==> config.mk <==
export PLATFORM = sky130hd
export DESIGN_NAME = prog_fetch
export DESIGN_NICKNAME = d
export VERILOG_FILES = /design/src/rtl/prog_fetch.sv
export SDC_FILE = /design/constraint.sdc
export NUM_CORES = 1
export LEC_CHECK = 0
export CORE_AREA = 5 5 105 107
export CTS_CLUSTER_SIZE = 28
export DETAILED_ROUTE_END_ITERATION = 10
export DIE_AREA = 0 0 110 112
export HOLD_SLACK_MARGIN = 0.15
export PLACE_DENSITY = 0.83
export SLEW_MARGIN = 5
export SYNTH_ARGS = -nofsm -noshare
export SYNTH_HDL_FRONTEND = slang
export SYNTH_SLANG_ARGS = --single-unit
==> constraint.sdc <==
create_clock -name CLK -period 19.4 [get_ports CLK]
set_input_delay 1.94 -clock CLK [delete_from_list [all_inputs] [get_ports CLK]]
set_output_delay 1.94 -clock CLK [all_outputs]
set_load 0.03 [all_outputs]
==> src/rtl/prog_fetch.sv <==
// Instruction prefetch stage: drives the program ROM from a registered PC and
// buffers fetched words with their addresses in a small FIFO for decode.
module prog_fetch #(
    parameter logic [15:0] RESET_PC = 16'h0000,
    parameter int unsigned DEPTH    = 2
) (
    input  logic        CLK,
    input  logic        RST,
    output logic [15:0] rom_addr,
    input  logic [31:0] rom_data,
    output logic        instr_valid,
    input  logic        instr_ready,
    output logic [31:0] instr_data,
    output logic [15:0] instr_pc,
    input  logic        redirect,
    input  logic [15:0] redirect_pc,
    input  logic        halt
);

    localparam int unsigned PW = $clog2(DEPTH);
    localparam int unsigned CW = $clog2(DEPTH + 1);

    logic [15:0]   r_pc;
    logic [31:0]   r_word [DEPTH];
    logic [15:0]   r_fpc  [DEPTH];
    logic [PW-1:0] r_rd_ptr;
    logic [PW-1:0] r_wr_ptr;
    logic [CW-1:0] r_count;

    logic w_pop;
    logic w_push;

    assign rom_addr    = r_pc;
    assign instr_valid = (r_count != '0);
    assign instr_data  = r_word[r_rd_ptr];
    assign instr_pc    = r_fpc[r_rd_ptr];

    // A full FIFO still accepts a new word when the head leaves in the same cycle.
    assign w_pop  = instr_valid & instr_ready;
    assign w_push = !redirect && !halt && ((r_count < CW'(DEPTH)) || w_pop);

    always_ff @(posedge CLK) begin
        if (RST) begin
            r_pc     <= RESET_PC;
            r_rd_ptr <= '0;
            r_wr_ptr <= '0;
            r_count  <= '0;
            for (int unsigned i = 0; i < DEPTH; i++) begin
                r_word[i] <= '0;
                r_fpc[i]  <= '0;
            end
        end else if (redirect) begin
            r_pc     <= redirect_pc;
            r_rd_ptr <= '0;
            r_wr_ptr <= '0;
            r_count  <= '0;
        end else begin
            if (w_push) begin
                r_word[r_wr_ptr] <= rom_data;
                r_fpc[r_wr_ptr]  <= r_pc;
                r_wr_ptr         <= r_wr_ptr + PW'(1);
                r_pc             <= r_pc + 16'd1;
            end
            if (w_pop) begin
                r_rd_ptr <= r_rd_ptr + PW'(1);
            end
            if (w_push && !w_pop) begin
                r_count <= r_count + CW'(1);
            end else if (w_pop && !w_push) begin
                r_count <= r_count - CW'(1);
            end
        end
    end

endmodule

==> summary by stage, run 1 <==
Status
The run finished with clean final reports.

CTS
The CTS root buffer is sky130_fd_sc_hd__clkbuf_8. After clock tree synthesis, the setup repair step added 0 buffers. Once the clock tree was built, the resizer swapped 0 gates to a different size.

The clock passes through at most 2 buffers. The clock sink total is between 100 and 150. The worst-skew pair later-pin latency is just over 0.5 ns. The number of buffers created by CTS is 17. The clock-pin transition on the worst setup and hold timing paths is roughly 0.050 ns.

The CTS tree is done. The H-tree generated during clock tree synthesis spans 4 levels. Hold repair after CTS inserted 0 buffers.

GRT
The first global-routing pass estimated 17640 µm of wire. The met2 usage is 31.51%. The global routing usage on met3 is roughly 5.0%. The total global-route track usage is 18.70%. For met1 alone, demand over resource in global routing was between 20% and 30%. The initial antenna violation count was 0.

Entering global routing, the biggest net connects 49 pins. The number of global-route vias before repair is roughly 3.6k. The layer flagged by global routing as most heavily used is met2. The global-route congestion overflow total is 0.

Final layout
The synthesis-to-layout area growth is 35.66%. 0 antenna diodes ended up in the layout. The total number of nets in the final design is around 560. The layout has 707 filler cells. The share of final-layout standard cells stronger than drive strength 1 is approximately 18%.

Worst setup path
The setup path with the least slack is of type reg2out. The startpoint of the lowest-slack register-to-register path is r_count[1]$_SDFFE_PP0P_. The signal on the critical path passes through mux2_2 > clkdlybuf4s50_1. The kind of end point of the critical path is a primary output. Counting buffers and inverters, the worst setup path is 2 cells deep. In this run the worst path has a maximum fanout of 48. The cell depth of the worst flop-to-flop path is 4. STA puts the critical path data required time at 17.46 ns.

The slowest cell on the critical path is sky130_fd_sc_hd__dfxtp_2. The worst setup path is launched from a flip-flop. In this design, the stage delay of the slowest critical-path cell is 1.09 ns.

The endpoint of the worst register-to-register path is r_word[1][17]$_SDFFCE_PN0P_. In this run the worst setup path terminates at instr_data[17]. Setup slack on the worst reg-to-reg path comes out at 16.81 ns. The critical path data arrival time is around 2.7 ns.

Broken down by cell family, the worst path's largest delay share belongs to flip-flops. The number of buffer and inverter stages on the critical path is 1.

STA
After routing, the total negative slack on setup checks comes to 0 ns. The setup slack of the critical path after layout is roughly 15 ns. The worst relative slew slack is 19.79%. Subtracting the final worst setup slack from the clock period gives approximately 4.6 ns. The total setup violations reported at the end of the flow is 0. The final hold violation count is 0. The fraction of the cycle the final worst path needs is 23.69%. The clock arrives with 0.006844 ns of skew.

Based on the critical path, the design can be clocked at up to between 0.2 and 0.25 GHz. For the pin with the worst max-slew slack, the measured transition is 1.199 ns. The total count of max-transition violations in the final report is 0. Setup repair after global routing left no endpoint under its margin.

Route
After detailed routing, the number of vias per cell comes to 5.252. The number of detailed-route iterations in the first pass is 4. In this run, the number of DRC markers left after iteration 0 of detailed routing was 118. The routed design has between 10000 and 15000 µm of wire.

The remaining routing DRC violations is 0. The final antenna-violating net count is 0. The final routed wire length divided by cell count is roughly 17 µm.

The final route contains 3445 vias.

Yosys
The Yosys step of the flow raised 0 warnings. The area share of the largest cell type after synthesis is 55.11%. The number of enable-type register cells in the synthesized netlist is 96. In this run the mean area of a mapped cell was ~13 µm². Synthesis instantiated 36 different standard cells from the library.

Yosys attributes the largest share of cell area to sky130_fd_sc_hd__edfxtp_1, sky130_fd_sc_hd__and2_1, sky130_fd_sc_hd__mux2_2. The number of nets handed over by synthesis was 447. The portion of the post-synthesis area used by sequential elements is 63.14%. The register bit count reported by yosys is between 100 and 150.

The summed instance area of the synthesized netlist is 5231 µm². The cell type with the largest total area after synthesis is sky130_fd_sc_hd__edfxtp_1. The async set-or-reset flop fraction in the synthesized netlist is 0%. Synthesis produced between 300 and 400 cells. Ranked by instance count, the synthesized netlist is headed by sky130_fd_sc_hd__and2_1, sky130_fd_sc_hd__edfxtp_1, sky130_fd_sc_hd__mux2_2. The predominant post-synthesis flop cell is sky130_fd_sc_hd__edfxtp_1.

Floorplanning
The die span in x is 110 µm. The die footprint is 12320 µm². Row generation in the floorplan step produced 37 rows.

The core region area is between 10000 and 15000 µm². The number of ports placed on the die boundary is about 120. The initial utilization of the core area, before any placement, comes to 52.07%. The die is between 100 and 150 µm tall.

Power and ir drop
The maximum vdd drop is 0.06272 mV. The leakage power figure is 0.002597 µW. For this design the ratio of total power to cell area is between 90 and 100 nW/µm². The completed layout was analyzed and its total power is a little under 700 µW.

Placed design
The global placement routability congestion is 0.8475. Port buffering added 117 buffers. The placement-stage worst setup slack is 14.81 ns.

The placed wire-length estimate is 6941 µm.

Run
The number of max-capacitance violations reported is 0.

Worst hold path
The class of the tightest hold or removal check is reg2reg.
[power by group]
part	total (µW)	switching (µW)	internal, µW
clock network	299	102	197
logic	81.6	43.3	38.3
registers	295	8.59	287
[worst min-delay path by stage]
| stage | startpoint | to | slack, ns | cells past startpoint |
|---|---|---|---|---|
| final | r_count[1]$_SDFFE_PP0P_ | r_count[1]$_SDFFE_PP0P_ | 0.57 | 2 |
| after global routing | r_count[0]$_SDFFE_PP0P_ | r_count[0]$_SDFFE_PP0P_ | 0.59 | 2 |
| after CTS | r_count[0]$_SDFFE_PP0P_ | r_count[0]$_SDFFE_PP0P_ | 0.57 | 2 |
| after detailed placement | r_count[0]$_SDFFE_PP0P_ | r_count[0]$_SDFFE_PP0P_ | 0.55 | 2 |
| after global placement | r_count[1]$_SDFFE_PP0P_ | r_count[1]$_SDFFE_PP0P_ | 0.54 | 2 |
| after floorplan | r_rd_ptr$_SDFFE_PP0P_ | flip-flop | 0.52 | 2 |
[state kept, by name, indices dropped and copies added (netlist names), named ones only]
name / count
r_word: 64
r_fpc: 32
rom_addr: 16
r_count: 2
r_rd_ptr: 1
r_wr_ptr: 1
[stage by stage]
stage          util (%)  cell area, µm²  hold WS (ns)  instances
4_1_cts           70.64            7097        0.5676        656
3_5_place_dp      64.93            6523        0.5478        624
6_report          70.64            7097        0.5744        656
5_1_grt           70.64            7097        0.5891        656
2_1_floorplan         -            5231        0.5200        392
3_3_place_gp      64.93            6523        0.5388        624
[worst reg2reg max path, delay by kind of cell, from the launching register on]
kind	cells	cell delay (ns)
flip-flops	1	0.36
AND/OR/NAND/NOR	4	1.69
[metal layers]
metal	routed length (µm)	share of wire, %
met1	4616	42
met2	5551	51
met3	626	5.7
met4	125	1.1
met5	0	0
[logic make-up after synthesis]
| kind of cell | synth area share (%) |
|---|---|
| simple gates | 17.96 |
| flops | 63.14 |
| mux | 10.33 |
| buf+inv | 2.272 |
| compound gates | 3.803 |
| xor+xnor | 2.009 |
| fa+ha+maj | 0.4783 |
[cells in the final DEF (no fill, tap or decap), types with 3 or more instances in the layout]
cell	instances
sky130_fd_sc_hd__clkdlybuf4s50_1	117
sky130_fd_sc_hd__and2_1	96
sky130_fd_sc_hd__edfxtp_1	96
sky130_fd_sc_hd__mux2_2	48
sky130_fd_sc_hd__dfxtp_1	20
sky130_fd_sc_hd__nor2_1	16
sky130_fd_sc_hd__clkbuf_16	16
sky130_fd_sc_hd__nor3_1	9
sky130_fd_sc_hd__xnor2_1	9
sky130_fd_sc_hd__a211oi_1	8
sky130_fd_sc_hd__inv_1	7
sky130_fd_sc_hd__a311oi_1	7
sky130_fd_sc_hd__nand2_1	6
sky130_fd_sc_hd__o21ai_0	6
sky130_fd_sc_hd__clkinv_2	6
sky130_fd_sc_hd__nand3_1	4
sky130_fd_sc_hd__or3_1	4
sky130_fd_sc_hd__xor2_1	3
sky130_fd_sc_hd__nand4_1	3
sky130_fd_sc_hd__clkbuf_1	3
sky130_fd_sc_hd__bufinv_16	3
sky130_fd_sc_hd__buf_4	3
[area by class of cell]
type / count / area [µm²] / area share [%]
multi-input cells: 244 / 1828 / 25.76
flip-flops and latches: 117 / 3304 / 46.56
well taps: 136 / 170.2 / 2.398
clock inverters: 11 / 135.1 / 1.904
repair buffers: 120 / 1194 / 16.82
clock buffers: 21 / 439.2 / 6.188
inverters: 7 / 26.28 / 0.3702
Note: power is estimated with default switching activity, not from simulation.
==> run 2: changes to the inputs <==
--- a/config.mk
+++ b/config.mk
@@ -5,12 +5,12 @@
 export SDC_FILE = /design/constraint.sdc
 export NUM_CORES = 1
 export LEC_CHECK = 0
-export CORE_AREA = 5 5 105 107
+export CORE_AREA = 5 5 113 115
 export CTS_CLUSTER_SIZE = 28
 export DETAILED_ROUTE_END_ITERATION = 10
-export DIE_AREA = 0 0 110 112
+export DIE_AREA = 0 0 118 120
 export HOLD_SLACK_MARGIN = 0.15
-export PLACE_DENSITY = 0.83
+export PLACE_DENSITY = 0.76
 export SLEW_MARGIN = 5
 export SYNTH_ARGS = -nofsm -noshare
 export SYNTH_HDL_FRONTEND = slang
==> constraint.sdc (replaced) <==
create_clock -name CLK -period 4.04 [get_ports CLK]
set_input_delay 0.404 -clock CLK [delete_from_list [all_inputs] [get_ports CLK]]
set_output_delay 0.404 -clock CLK [all_outputs]
set_load 0.03 [all_outputs]
==> summary by stage, run 2 (synthesized netlist as in run 1, its figures left out) <==
Worst setup path
The worst setup path is of the reg2out kind. The critical path data arrival time is 2.45 ns (-0.21 ns). STA classifies the critical path startpoint as a flip-flop. The stage delay of the slowest cell on the critical path came to 0.73 ns (-0.36 ns). The number of buffer and inverter stages on the critical path came to 2 (+1). The required time of the critical path was 3.64 ns (-13.82 ns). STA classifies the critical path endpoint as a primary output. On the critical path, the stage with the largest delay is an instance of sky130_fd_sc_hd__dfxtp_2.

The critical path goes through buf_4 > mux2_2 > clkdlybuf4s50_1. In this design, the largest share of critical-path delay is due to buffers and inverters. The worst-path maximum fanout came to 25 (-48%). The startpoint of the lowest-slack register-to-register path is r_count[1]$_SDFFE_PP0P_.

GRT
The largest net degree at the start of global routing is 49 (unchanged). The global-route congestion overflow total is 0 (unchanged). The number of global-route vias before repair is 3680 (+1.0%). The initial antenna violation count is 0 (unchanged). The first-pass GRT wire length was 18440 µm (+4.6%). The total global-route track usage is 16.34% (-2.4 points).

STA
The total setup violations reported at the end of the flow is 0 (unchanged). The setup slack of the critical path after layout is 1.181 ns (-13.62 ns). The transition time at the pin with the least slew margin was 1.012 ns (-0.1869 ns). The final hold violation count is 0 (unchanged).

The worst relative slew slack is 32.40% (+13 points). The total count of max-transition violations in the final report is 0 (unchanged). The setup total negative slack is 0 ns (unchanged). The worst hold slack across all endpoints was 0.5692 ns (-0.005231 ns). The final worst clock skew is 0.01135 ns (+0.004505 ns). Timing would allow up to 0.3498 GHz. The time the worst path needs with I/O delays and setup is approximately 2.9 ns. In the finished design, the share of the clock period the worst path needs comes to 70.76%.

Setup repair after global routing left no endpoint under its margin.

Power and ir drop
The ratio of total power to cell area came to 470.0 nW/µm² (+390%). The total power consumption of the routed design is 3383 µW (+400%). The maximum vdd drop is 0.2908 mV (+360%).

The leakage power figure is 0.002645 µW (+1.9%).

Floorplanning
The number of ports placed on the die boundary is 118 (unchanged). The row count came to 40 (+8.1%). The overall die height came to 120 µm (+7.1%).

The die footprint is 14160 µm² (+15%). The die span in x is 118 µm (+7.3%). The starting utilization of the core area is 44.67% (-7.4 points). The core region area is 11710 µm² (+17%).

CTS
The worst-skew pair later-pin latency was 0.40 ns (-0.11 ns). The clock-pin transition on the worst setup and hold timing paths was 0.05 ns (about the same). The clock sink total is 117 (unchanged). The buffer count from post-CTS setup fixing was 0 (unchanged).

The CTS root buffer is sky130_fd_sc_hd__clkbuf_16. The total of cells resized after clock tree synthesis was 0 (unchanged). The quantity of hold-fixing buffers added after cts is 0 (unchanged).

TritonCTS built the clock tree. The CTS H-tree depth is 4 (unchanged). The number of buffers on the longest clock path is 2 (unchanged).

The number of buffers created by CTS came to 17 (unchanged).

Route
The starting DRC count in detailed routing was 152 (+29%). The number of detailed-route iterations in the first pass was 4 (unchanged). The via-per-instance ratio is 5.098 (-2.9%). The final wirelength came to 11020 µm (+0.88%). The final antenna-violating net count is 0 (unchanged). The remaining routing DRC violations came to 0 (unchanged). The final routed wire length divided by cell count was 16.42 µm (-1.4%). The via count is 3421 (-0.70%).

Placed design
The placement-stage worst setup slack is 1.130 ns (-13.68 ns). The global placement routability congestion is 0.7952 (-6.2%). The placed wire-length estimate came to 7126 µm (+2.7%).

The count of buffers from port buffering is 117 (unchanged).

Final layout
Ranked by flip-flop count, first place goes to r_word. The total number of nets in the final design is 566 (+0.71%). The number of flip-flops under the largest register name is 64 (unchanged). The most common library cell in the layout ignoring fill and taps is sky130_fd_sc_hd__clkdlybuf4s50_1. The share of final-layout standard cells stronger than drive strength 1 is 18.13% (+0.25 points). Leaving out fill and tap cells, the most frequent cells in the layout are sky130_fd_sc_hd__clkdlybuf4s50_1, sky130_fd_sc_hd__and2_1, sky130_fd_sc_hd__edfxtp_1. The number of antenna diodes is 0 (unchanged). Relative to the synthesized area, the layout overhead comes to 37.57%.

Worst hold path
The class of the tightest hold or removal check is reg2reg. The worst hold path begins at rom_addr[10]$_SDFFE_PP0P_.

Run
The number of max-capacitance violations reported was 0 (unchanged).

Status
The run finished with clean final reports.
[run 2: final timing paths]
| path | end | slack, ns | depth (start not counted) |
|---|---|---|---|
| setup / recovery | instr_data[17] | 1.18 | 3 |
| setup reg to reg | r_word[1][20]$_SDFFCE_PN0P_ | 1.66 | 5 |
| hold reg to reg | rom_addr[10]$_SDFFE_PP0P_ | 0.57 | 2 |
| hold / removal | rom_addr[10]$_SDFFE_PP0P_ | 0.57 | 2 |
[run 2: routing by layer]
| metal | global-route usage (%) | wire length [µm] |
|---|---|---|
| met3 | 5.702 | 607 |
| met4 | 5.233 | 90 |
| met1 | 19.99 | 4799 |
| met5 | 0 | 0 |
| met2 | 27.16 | 5517 |
[run 2: stage by stage]
| stage | instance area (µm²) | instances | utilization (%) |
|---|---|---|---|
| after floorplan | 5239 | 392 | - |
| after global placement | 6578 | 639 | 56.16 |
| after detailed placement | 6578 | 639 | 56.16 |
| after global routing | 7197 | 671 | 61.45 |
| after CTS | 7197 | 671 | 61.45 |
| final | 7197 | 671 | 61.45 |
[run 2: where the power goes]
part	total, µW	switching [µW]	internal [µW]	leakage, µW
clock network	1570	490	1080	0.000307
logic	398	212	186	0.00116
registers	1410	38.1	1380	0.00118
total	3380	740	2640	0.00265
[run 2: worst reg2reg max path: stages, from the launching register on]
cell	delay [ns]
sky130_fd_sc_hd__dfxtp_1	0.36
sky130_fd_sc_hd__nor2b_1	0.81
sky130_fd_sc_hd__nor2_2	0.19
sky130_fd_sc_hd__and4_1	0.28
sky130_fd_sc_hd__buf_4	0.26
sky130_fd_sc_hd__and2_1	0.23
[run 2: cell type report]
cell class | instances | area, µm²
clock buffer | 19 | 432.9
tap | 147 | 183.9
inverter | 7 | 26.28
multi-input combinational | 244 | 1839
clock inverter | 13 | 186.4
sequential | 117 | 3304
timing repair buffer | 124 | 1224
fill | 952 | 4514
==> run 3: changes to the inputs <==
--- a/config.mk
+++ b/config.mk
@@ -5,12 +5,12 @@
 export SDC_FILE = /design/constraint.sdc
 export NUM_CORES = 1
 export LEC_CHECK = 0
-export CORE_AREA = 5 5 113 115
+export CORE_AREA = 5 5 109 111
 export CTS_CLUSTER_SIZE = 28
 export DETAILED_ROUTE_END_ITERATION = 10
-export DIE_AREA = 0 0 118 120
+export DIE_AREA = 0 0 114 116
 export HOLD_SLACK_MARGIN = 0.15
-export PLACE_DENSITY = 0.76
+export PLACE_DENSITY = 0.78
 export SLEW_MARGIN = 5
 export SYNTH_ARGS = -nofsm -noshare
 export SYNTH_HDL_FRONTEND = slang
==> constraint.sdc (replaced) <==
create_clock -name CLK -period 2.9 [get_ports CLK]
set_input_delay 0.29 -clock CLK [delete_from_list [all_inputs] [get_ports CLK]]
set_output_delay 0.29 -clock CLK [all_outputs]
set_load 0.03 [all_outputs]
==> summary by stage, run 3 (synthesized netlist as in run 1, its figures left out) <==
Status
The run finished with clean final reports.

STA
The transition time at the pin with the least slew margin is 0.5699 ns (-0.4420 ns). Setup repair after global routing left no endpoint under its margin. After layout, the worst path uses between 80% and 90% of the clock period. Based on the critical path, the design can be clocked at up to 0.4151 GHz.

The total count of max-transition violations in the final report is 0 (unchanged). The setup slack of the critical path after layout came to 0.4908 ns (-0.6905 ns). The final worst clock skew is 0.006873 ns (-0.004476 ns). The setup total negative slack is 0 ns (unchanged). The worst relative slew slack came to 61.69% (+29 points). The final hold violation count came to 0 (unchanged).

The total setup violations reported at the end of the flow is 0 (unchanged). The time the worst path needs with I/O delays and setup is 2.409 ns.

Final layout
The synthesis-to-layout area growth came to 37.50% (about the same). The total number of nets in the final design is 568 (+0.35%). The number of filler instances in the final layout was 820 (-14%). The number of flip-flops under the largest register name is 64 (unchanged). The register with the most flip-flops is r_word. The share of final-layout standard cells stronger than drive strength 1 is 19.01% (+0.88 points). The area taken by multi-input logic gates came to 1839 µm² (unchanged). In the layout the commonest cells are sky130_fd_sc_hd__clkdlybuf4s50_1, sky130_fd_sc_hd__and2_1, sky130_fd_sc_hd__edfxtp_1. The area taken by flip-flops and latches is 3304 µm² (unchanged). The most common library cell in the layout ignoring fill and taps is sky130_fd_sc_hd__clkdlybuf4s50_1. The number of antenna diodes is 0 (unchanged).

Worst setup path
The critical path data arrival time came to 2.12 ns (-0.33 ns). The worst-path maximum fanout is 48 (+92%). STA classifies the critical path startpoint as a flip-flop. The kind of end point of the critical path is a primary output. The worst setup path is of the reg2out kind. The required time of the critical path is 2.61 ns (-1.03 ns).

The slowest cell on the critical path is sky130_fd_sc_hd__clkdlybuf4s50_1. The stage delay of the slowest cell on the critical path came to 0.62 ns (-0.11 ns). The critical path goes through buf_12 > mux2_2 > clkdlybuf4s50_1. The number of buffer and inverter stages on the critical path is 2 (unchanged).

The gate family responsible for the most delay along the worst path is buffers and inverters.

Power and ir drop
The total power consumption of the routed design was 4485 µW (+33%). The maximum vdd drop is 0.3050 mV (+4.9%). The clock power share came to 43.6% (-2.8 points).

The switching component of the power is 1032 µW (+39%). The internal power was 3453 µW (+31%). The sequential share of power came to 43.8% (+2.0 points).

The power share of the combinational group is 12.6% (+0.8 points). The ratio of total power to cell area is 623.5 nW/µm² (+33%). The leakage power figure is 0.002648 µW (about the same). The net switching share of the total power came to 23.01% (+1.1 points).

Route
The remaining routing DRC violations is 0 (unchanged). The final routed wire length divided by cell count came to 16.39 µm (-0.15%). The via count came to 3419 (-0.058%). The via-per-instance ratio is 5.134 (+0.69%). The number of detailed-route iterations in the first pass is 4 (unchanged).

The final antenna-violating net count is 0 (unchanged). The starting DRC count in detailed routing is 103 (-32%). The final wirelength is 10920 µm (-0.89%).

GRT
The number of global-route vias before repair is 3500 (-4.9%). The first-pass GRT wire length is 17410 µm (-5.6%). The largest net degree at the start of global routing was 49 (unchanged). The global-route congestion overflow total is 0 (unchanged). The total global-route track usage was 17.25% (+0.91 points). The initial antenna violation count came to 0 (unchanged).

Floorplanning
The overall die height is 116 µm (-3.3%). The starting utilization of the core area came to 48.90% (+4.2 points). The number of ports placed on the die boundary is 118 (unchanged). The core region area is 10700 µm² (-8.7%). The row count is 38 (-5.0%). The die footprint is 13220 µm² (-6.6%). The die span in x is 114 µm (-3.4%).

CTS
The number of buffers on the longest clock path is 2 (unchanged). The clock sink total is 117 (unchanged). The total of cells resized after clock tree synthesis is 0 (unchanged). The quantity of hold-fixing buffers added after cts is 0 (unchanged). The number of buffers created by CTS is 17 (unchanged). The worst-skew pair later-pin latency was 0.51 ns (+0.11 ns). The CTS H-tree depth came to 4 (unchanged). Clock tree synthesis selected as its root buffer the cell sky130_fd_sc_hd__clkbuf_8. The buffer count from post-CTS setup fixing is 0 (unchanged). The clock-pin transition on the worst setup and hold timing paths is 0.05 ns (about the same). TritonCTS built the clock tree.

Worst hold path
The class of the tightest hold or removal check is in2reg.

Placed design
The placed wire-length estimate is 7027 µm (-1.4%). The global placement routability congestion is 0.8619 (+8.4%). The count of buffers from port buffering is 117 (unchanged). The placement-stage worst setup slack is 0.6112 ns (-0.5190 ns).

Run
The number of max-capacitance violations reported is 0 (unchanged).
[run 3: final timing paths]
| check | start | endpoint | slack [ns] | cells past startpoint |
|---|---|---|---|---|
| worst max register to register | rom_addr[0]$_SDFFE_PP0P_ | rom_addr[12]$_SDFFE_PP0P_ | 0.86 | 5 |
| worst min-delay path | redirect_pc[0] | rom_addr[0]$_SDFFE_PP0P_ | 0.36 | 3 |
| worst max-delay path | flip-flop | instr_pc[2] | 0.49 | 3 |
| worst min register to register | r_count[1]$_SDFFE_PP0P_ | r_count[1]$_SDFFE_PP0P_ | 0.56 | 2 |
[run 3: area by class of cell]
class                   instances  share of cell area (%)
flip-flops and latches        117                   45.94
multi-input cells             244                   25.57
repair buffers                126                   17.74
clock buffers                  23                   6.940
well taps                     140                   2.435
clock inverters                 9                   1.009
inverters                       7                  0.3653
[run 3: layer usage]
metal  vias to the layer above  track usage [%]  part of all wire (%)
met1                      1658            20.72                    42
li1                       1654                -                     -
met4                         0            5.701                  0.82
met3                         9            6.162                   6.8
met2                        98            29.08                    51
met5                         -                0                     0
[run 3: power groups by stage]
stage,Clock [µW],Sequential [µW],Combinational (µW)
6_report,1960,1970,565
3_5_place_dp,0,2000,570
3_3_place_gp,0,1990,566
5_1_grt,2070,1980,601
4_1_cts,1990,1970,574
2_1_floorplan,0,2020,282
[run 3: through the flow]
step           instances  util [%]  hold WS [ns]  instance area, µm²
6_report             666     67.24        0.3575                7193
5_1_grt              666     67.24        0.3632                7193
4_1_cts              666     67.24        0.3395                7193
3_5_place_dp         634     61.89        0.5460                6621
3_3_place_gp         634     61.89        0.5331                6621
2_1_floorplan        392         -        0.4383                5250
[run 3: worst register-to-register path, stage by stage, from the launching register on]
cell,delay (ns)
sky130_fd_sc_hd__dfxtp_1,0.45
sky130_fd_sc_hd__ha_1,0.22
sky130_fd_sc_hd__nand3_2,0.14
sky130_fd_sc_hd__or4_4,0.53
sky130_fd_sc_hd__or3_1,0.35
sky130_fd_sc_hd__a311oi_1,0.25
